<file path="config.mk">
export PLATFORM = sky130hd
export DESIGN_NAME = interrupt_gateway_flat
export DESIGN_NICKNAME = d
export VERILOG_FILES = /design/src/rtl/interrupt_pkg.sv /design/src/rtl/interrupt_gateway_if.sv /design/src/rtl/gateway_cell.sv /design/src/rtl/interrupt_gateway.sv /design/src/flat_wrapper.sv
export SDC_FILE = /design/constraint.sdc
export NUM_CORES = 1
export LEC_CHECK = 0
export ABC_AREA = 1
export CORE_AREA = 5 5 67 69
export DETAILED_ROUTE_END_ITERATION = 6
export DIE_AREA = 0 0 72 74
export GPL_TIMING_DRIVEN = 0
export HOLD_SLACK_MARGIN = 0.03
export PLACE_DENSITY = 0.79
export REMOVE_ABC_BUFFERS = 1
export SLEW_MARGIN = 10
export SYNTH_ARGS = -nofsm -noshare
export SYNTH_HDL_FRONTEND = slang
export SYNTH_SLANG_ARGS = --single-unit
</file>
<file path="constraint.sdc">
create_clock -name i_clk -period 2.2 [get_ports i_clk]
set_input_delay 0.44 -clock i_clk [delete_from_list [all_inputs] [get_ports i_clk]]
set_output_delay 0.44 -clock i_clk [all_outputs]
set_load 0.03 [all_outputs]
</file>
<file path="src/rtl/interrupt_pkg.sv">
// Shared types and constants for the interrupt gateway.
//   src_state_e  : per-source lifecycle IDLE -> PENDING -> SERVICE
//   SYNC_STAGES  : depth of the input synchronizer ahead of edge detection
package interrupt_pkg;

  localparam int SYNC_STAGES = 2;

  typedef enum logic [1:0] {
    ST_IDLE    = 2'd0,
    ST_PENDING = 2'd1,
    ST_SERVICE = 2'd2
  } src_state_e;

endpackage

</file>
<file path="src/rtl/interrupt_gateway_if.sv">
// Claim/complete handshake between the gateway, the priority tree and the hart.
//   i_sel_index/i_sel_valid : winner reported by the priority search tree
//   i_claim                 : one-cycle claim strobe from the hart
//   o_claim_index/valid     : registered claim response
//   i_complete/_index       : one-cycle completion strobe and its source
// master = hart/tree side, slave = gateway side.
interface interrupt_gateway_if #(
  parameter int N = 4
);
  localparam int M = $clog2(N);

  logic [M-1:0] i_sel_index;
  logic         i_sel_valid;
  logic         i_claim;
  logic [M-1:0] o_claim_index;
  logic         o_claim_valid;
  logic         i_complete;
  logic [M-1:0] i_complete_index;

  modport master (
    output i_sel_index, i_sel_valid, i_claim, i_complete, i_complete_index,
    input  o_claim_index, o_claim_valid
  );

  modport slave (
    input  i_sel_index, i_sel_valid, i_claim, i_complete, i_complete_index,
    output o_claim_index, o_claim_valid
  );
endinterface

</file>
<file path="src/rtl/gateway_cell.sv">
// One interrupt source: synchronizer, edge detect, lifecycle state, again flag.
//   i_clk, i_rst_n  : clock, async active-low reset
//   i_source        : raw line, asynchronous to i_clk
//   i_edge          : 1 = rising-edge mode, 0 = level-high mode
//   i_claim_hit     : claim granted to this source this cycle
//   i_complete_hit  : completion addressed to this source this cycle
//   o_pending       : state == PENDING
//   o_in_service    : state == SERVICE
module gateway_cell
  import interrupt_pkg::*;
(
  input  logic i_clk,
  input  logic i_rst_n,
  input  logic i_source,
  input  logic i_edge,
  input  logic i_claim_hit,
  input  logic i_complete_hit,
  output logic o_pending,
  output logic o_in_service
);

  // [SYNC_STAGES-1] is the synchronized line, [SYNC_STAGES] its delayed copy.
  logic [SYNC_STAGES:0] sync_q;
  logic                 rise_q;
  logic                 again_q;
  src_state_e           state_q;

  logic sync_lvl;
  assign sync_lvl = sync_q[SYNC_STAGES-1];

  always_ff @(posedge i_clk or negedge i_rst_n) begin
    if (!i_rst_n) begin
      sync_q  <= '0;
      rise_q  <= 1'b0;
      again_q <= 1'b0;
      state_q <= ST_IDLE;
    end else begin
      sync_q <= {sync_q[SYNC_STAGES-1:0], i_source};
      // Registered edge pulse: edge mode sees one more cycle of latency
      // than level mode.
      rise_q <= sync_lvl & ~sync_q[SYNC_STAGES];

      case (state_q)
        ST_IDLE: begin
          if (i_edge ? rise_q : sync_lvl) state_q <= ST_PENDING;
        end
        ST_PENDING: begin
          if (i_claim_hit)       state_q <= ST_SERVICE;
          if (i_edge && rise_q)  again_q <= 1'b1;
        end
        ST_SERVICE: begin
          if (i_complete_hit) begin
            // An edge arriving on the completion cycle counts as "again" too.
            // Level mode goes via IDLE and re-pends next cycle if still high.
            if (i_edge && (again_q || rise_q)) state_q <= ST_PENDING;
            else                               state_q <= ST_IDLE;
            again_q <= 1'b0;
          end else if (i_edge && rise_q) begin
            again_q <= 1'b1;
          end
        end
        default: state_q <= ST_IDLE;
      endcase
    end
  end

  assign o_pending    = (state_q == ST_PENDING);
  assign o_in_service = (state_q == ST_SERVICE);

endmodule

</file>
<file path="src/rtl/interrupt_gateway.sv">
// Interrupt gateway: N per-source cells plus the claim response register.
//   i_clk, i_rst_n : clock, async active-low reset
//   i_sources      : raw interrupt lines (asynchronous)
//   i_edge         : per-source mode, 1 = rising edge, 0 = level high
//   o_pending      : pending vector to the priority search tree
//   o_in_service   : sources currently being serviced
//   bus            : claim/complete handshake (slave side)
module interrupt_gateway
  import interrupt_pkg::*;
#(
  parameter int N = 4
) (
  input  logic         i_clk,
  input  logic         i_rst_n,
  input  logic [N-1:0] i_sources,
  input  logic [N-1:0] i_edge,
  output logic [N-1:0] o_pending,
  output logic [N-1:0] o_in_service,
  interrupt_gateway_if.slave bus
);

  localparam int M = $clog2(N);

  logic [N-1:0] sel_hit;
  logic [N-1:0] cmp_hit;
  logic [N-1:0] claim_hit;
  logic [N-1:0] complete_hit;
  logic         claim_ok;
  logic         claim_valid_q;
  logic [M-1:0] claim_index_q;

  // One-hot decode; indices >= N match no cell and are therefore ignored.
  genvar k;
  generate
    for (k = 0; k < N; k++) begin : g_cell
      assign sel_hit[k] = (bus.i_sel_index == M'(k));
      assign cmp_hit[k] = (bus.i_complete_index == M'(k));

      gateway_cell u_cell (
        .i_clk          (i_clk),
        .i_rst_n        (i_rst_n),
        .i_source       (i_sources[k]),
        .i_edge         (i_edge[k]),
        .i_claim_hit    (claim_hit[k]),
        .i_complete_hit (complete_hit[k]),
        .o_pending      (o_pending[k]),
        .o_in_service   (o_in_service[k])
      );
    end
  endgenerate

  // Both judged on pre-edge state, so a claim and a complete in the same
  // cycle act independently.
  assign claim_ok     = bus.i_claim & bus.i_sel_valid & |(sel_hit & o_pending);
  assign claim_hit    = {N{claim_ok}} & sel_hit;
  assign complete_hit = {N{bus.i_complete}} & cmp_hit & o_in_service;

  always_ff @(posedge i_clk or negedge i_rst_n) begin
    if (!i_rst_n) begin
      claim_valid_q <= 1'b0;
      claim_index_q <= '0;
    end else begin
      claim_valid_q <= claim_ok;
      claim_index_q <= claim_ok ? bus.i_sel_index : '0;
    end
  end

  assign bus.o_claim_valid = claim_valid_q;
  assign bus.o_claim_index = claim_index_q;

endmodule

</file>
<file path="src/flat_wrapper.sv">
// flat-port wrapper written by rule: the top's interface ports become plain ports
module interrupt_gateway_flat import interrupt_pkg::*;
#(
  parameter int N = 4
)
  (i_clk, i_rst_n, i_sources, i_edge, o_pending, o_in_service, bus_i_sel_index, bus_i_sel_valid, bus_i_claim, bus_i_complete, bus_i_complete_index, bus_o_claim_index, bus_o_claim_valid);
  interrupt_gateway_if #(.N(N)) bus_i ();
  input  logic i_clk;
  input  logic i_rst_n;
  input  logic [N-1:0] i_sources;
  input  logic [N-1:0] i_edge;
  output logic [N-1:0] o_pending;
  output logic [N-1:0] o_in_service;
  input wire logic [$bits(bus_i.i_sel_index)-1:0] bus_i_sel_index;
  input wire logic [$bits(bus_i.i_sel_valid)-1:0] bus_i_sel_valid;
  input wire logic [$bits(bus_i.i_claim)-1:0] bus_i_claim;
  input wire logic [$bits(bus_i.i_complete)-1:0] bus_i_complete;
  input wire logic [$bits(bus_i.i_complete_index)-1:0] bus_i_complete_index;
  output wire logic [$bits(bus_i.o_claim_index)-1:0] bus_o_claim_index;
  output wire logic [$bits(bus_i.o_claim_valid)-1:0] bus_o_claim_valid;
  assign bus_i.i_sel_index = bus_i_sel_index;
  assign bus_i.i_sel_valid = bus_i_sel_valid;
  assign bus_i.i_claim = bus_i_claim;
  assign bus_i.i_complete = bus_i_complete;
  assign bus_i.i_complete_index = bus_i_complete_index;
  assign bus_o_claim_index = bus_i.o_claim_index;
  assign bus_o_claim_valid = bus_i.o_claim_valid;
  interrupt_gateway #(.N(N)) u_core (.i_clk(i_clk), .i_rst_n(i_rst_n), .i_sources(i_sources), .i_edge(i_edge), .o_pending(o_pending), .o_in_service(o_in_service), .bus(bus_i));
endmodule
</file>
==> flow_metrics.env <==
export IMPL_clkTransAtPathRegs_ns=0.06
export IMPL_dpl_cell_area_um2=1900
export IMPL_pre_cts_ws_ns=0.329
export IMPL_clock_sinks=31
export IMPL_min_path_type="in -> async"
export IMPL_cts_resized=0
export IMPL_antenna_left=0
export IMPL_yosys_area_top_type_share_pct=47.5
export IMPL_clock_skew_ns=0.00681
export IMPL_status="completed"
export IMPL_yosys_area_share_simple_pct=20.5
export IMPL_antenna_cells=0
export IMPL_synth_enable_flop_cells=0
export IMPL_insertion_delay_ns=0.28
export IMPL_finalCriticalPeriod_ns=2.13
export IMPL_stdcell_area_um2=2020
export IMPL_syn_to_final_growth_pct=23.6
export IMPL_cts_buffer_depth=2
export IMPL_multi_input_area_um2=673
export IMPL_max_cap_violations=0
export IMPL_grt_overflow=0
export IMPL_via_per_inst=4.66
export IMPL_drive_above_1_share_pct=7.04
export IMPL_synthXorXnorAreaFrac_pct=0
export IMPL_synthArstFlopShare_pct=100
export IMPL_synth_top_family_by_area="simple AND/OR/NAND/NOR gates"
export IMPL_place_congestion=0.784
export IMPL_die_h_um=74
export IMPL_grtUsageTotal_pct=12.3
export IMPL_rows=23
export IMPL_hold_ws_ns=0.186
export IMPL_slew_viol_final=0
export IMPL_first_iter_violations=28
export IMPL_synth_compound_area_share_pct=7.74
export IMPL_cts_hold_fix_buffers=0
export IMPL_rsz0062_at_grt="false"
export IMPL_root_buffer="clkbuf_8"
export IMPL_firstDrtPassIters=4
export IMPL_portBuffers=27
export IMPL_tritoncts="done"
export IMPL_fmax_mhz=470
export IMPL_final_core_util_pct=52.3
export IMPL_dr_wl_met3_um=142
export IMPL_placed_cells=255
export IMPL_hpwl_um=2200
export IMPL_avgSynthCellArea_um2=8.78
export IMPL_wl_per_cell_um=10.6
export IMPL_end_kind="primary output"
export IMPL_postCtsSetupBuffers=0
export IMPL_cts_buffers=5
export IMPL_nets=246
export IMPL_synth_flop_cell="dfrtp_1"
export IMPL_drc=0
export IMPL_dieArea_um2=5330
export IMPL_crit_required_ns=1.76
export IMPL_crit_arrival_ns=1.69
export IMPL_syn_area_um2=1630
export IMPL_die_w_um=72
export IMPL_highest_layer="met4"
export IMPL_setup_tns_ns=0
export IMPL_setup_viol=0
export IMPL_total_power_mw=2.07
export IMPL_hold_viol_final=0
export IMPL_fillCellCount=380
export IMPL_start_util_pct=42.3
export IMPL_vdd_drop_max_mv=0.510
export IMPL_worstPathMaxFanout=4
export IMPL_wirelength_um=2780
export IMPL_powerDensity_nw_per_um2=1030
export IMPL_seq_area_frac_synth_pct=47.5
export IMPL_finalCritPeriodShare_pct=96.7
export IMPL_synth_warnings=0
export IMPL_synth_largest_area_cell="dfrtp_1"
export IMPL_grt_max_degree=32
export IMPL_leakagePower_nw=1.10
export IMPL_synthDistinctLibCells=20
export IMPL_htree_num_levels=2
export IMPL_startpoint_type="flip-flop"
export IMPL_seq_area_um2=776
export IMPL_muxShareOfSynthArea_pct=0
export IMPL_slew_headroom_pct=56.3
export IMPL_met1Wirelength_um=1130
export IMPL_antenna_found_initial=0
export IMPL_synthAdderAreaFrac_pct=13.0
export IMPL_routed_wl_met2_um=1440
export IMPL_ys_ff_latch=31
export IMPL_first_global_vias=1208
export IMPL_num_vias=1226
export IMPL_fin_ws_ns=0.0716
export IMPL_synthTopCellsByArea="dfrtp_1 48%, ha_1 13%, nand2_1 8.7%"
export IMPL_critical_path_class="reg -> out"
export IMPL_max_slew_worst_pin_slew_ns=0.656
export IMPL_grt_pass1_wl_um=4890
export IMPL_syn_inst=186
export IMPL_core_area_um2=3860
export IMPL_fin_cells=263
export IMPL_pin_count=28
cells in the mapped netlist (2+ instances only):
master / instances
nor2_1: 15
dfrtp_1: 31
nand2_1: 38
a21oi_1: 5
ha_1: 17
buf_4: 8
o21ai_0: 6
nand2_2: 3
o211ai_1: 6
nand3_1: 15
inv_1: 32
o21ai_1: 2
power by group:
group,internal [mW],switching (mW)
logic,0.342,0.505
clock network,0.285,0.192
registers,0.670,0.0789
total,1.30,0.776
metal layers:
| metal | GRT usage [%] | up-vias |
|---|---|---|
| met5 | 0 | - |
| met2 | 21.5 | 25 |
| li1 | - | 627 |
| met3 | 4.46 | 4 |
| met4 | 7.93 | 0 |
| met1 | 12.5 | 570 |
worst paths after layout:
check | from | to | slack, ns | cells after the start
hold reg to reg | u_core.g_cell[3].u_cell.sync_q[0] | u_core.g_cell[3].u_cell.sync_q[1] | 0.35 | 0
min in group i_clk | u_core.g_cell[3].u_cell.sync_q[0] | u_core.g_cell[3].u_cell.sync_q[1] | 0.35 | 0
setup / recovery | u_core.g_cell[1].u_cell.state_q[1] | o_pending[1] | 0.07 | 3
hold / removal | i_rst_n | u_core.g_cell[2].u_cell.state_q[1] | 0.19 | 1
setup reg to reg | u_core.g_cell[2].u_cell.state_q[1] | u_core.g_cell[0].u_cell.state_q[0] | 0.69 | 11
max in group asynchronous | i_rst_n | u_core.g_cell[1].u_cell.sync_q[1] | 1.59 | 1
cell type report:
class | instances | area share (%)
flip-flops and latches | 31 | 38.4
multi-input cells | 114 | 33.4
repair buffers | 27 | 14.0
inverters | 33 | 6.14
clock buffers | 8 | 4.96
well taps | 50 | 3.10
state kept, by name, indices dropped and copies added, names as in the netlist:
register and cells:
u_core.bus.o_claim_valid 1, u_core.bus.o_claim_index 2, u_core.g_cell.u_cell.again_q 4, u_core.g_cell.u_cell.sync_q 12, u_core.g_cell.u_cell.state_q 8, u_core.g_cell.u_cell.rise_q 4
cell families (layout without fill, tap and decap cells):
group	after synthesis	count (layout)
buf+inv	41	68
simple gates	76	76
fa+ha+maj	17	17
flops	31	31
compound gates	21	21
cells in the final DEF, fill, tap and decap left out:
cell             instances
inv_1                   32
dlymetal6s2s_1           7
nor2_4                   1
clkdlybuf4s50_1         19
dfrtp_1                 31
a21oi_1                  5
nand4_1                  1
nor2_1                  15
clkbuf_1                 1
or2_1                    1
o21bai_1                 1
nand2_4                  1
o32ai_1                  1
clkbuf_8                 7
nand2_1                 38
nand3_1                 15
o211ai_1                 6
o21ai_1                  2
nand2_2                  3
o21ai_0                  6
ha_1                    17
nor2_2                   1
inv_2                    1
buf_2                    1
critical path: stages, from the launching register on:
cell and delay [ns]:
dfrtp_1 0.42, inv_1 0.10, ha_1 0.20, clkdlybuf4s50_1 0.68
No activity file was read; power rests on OpenSTA's default activity.
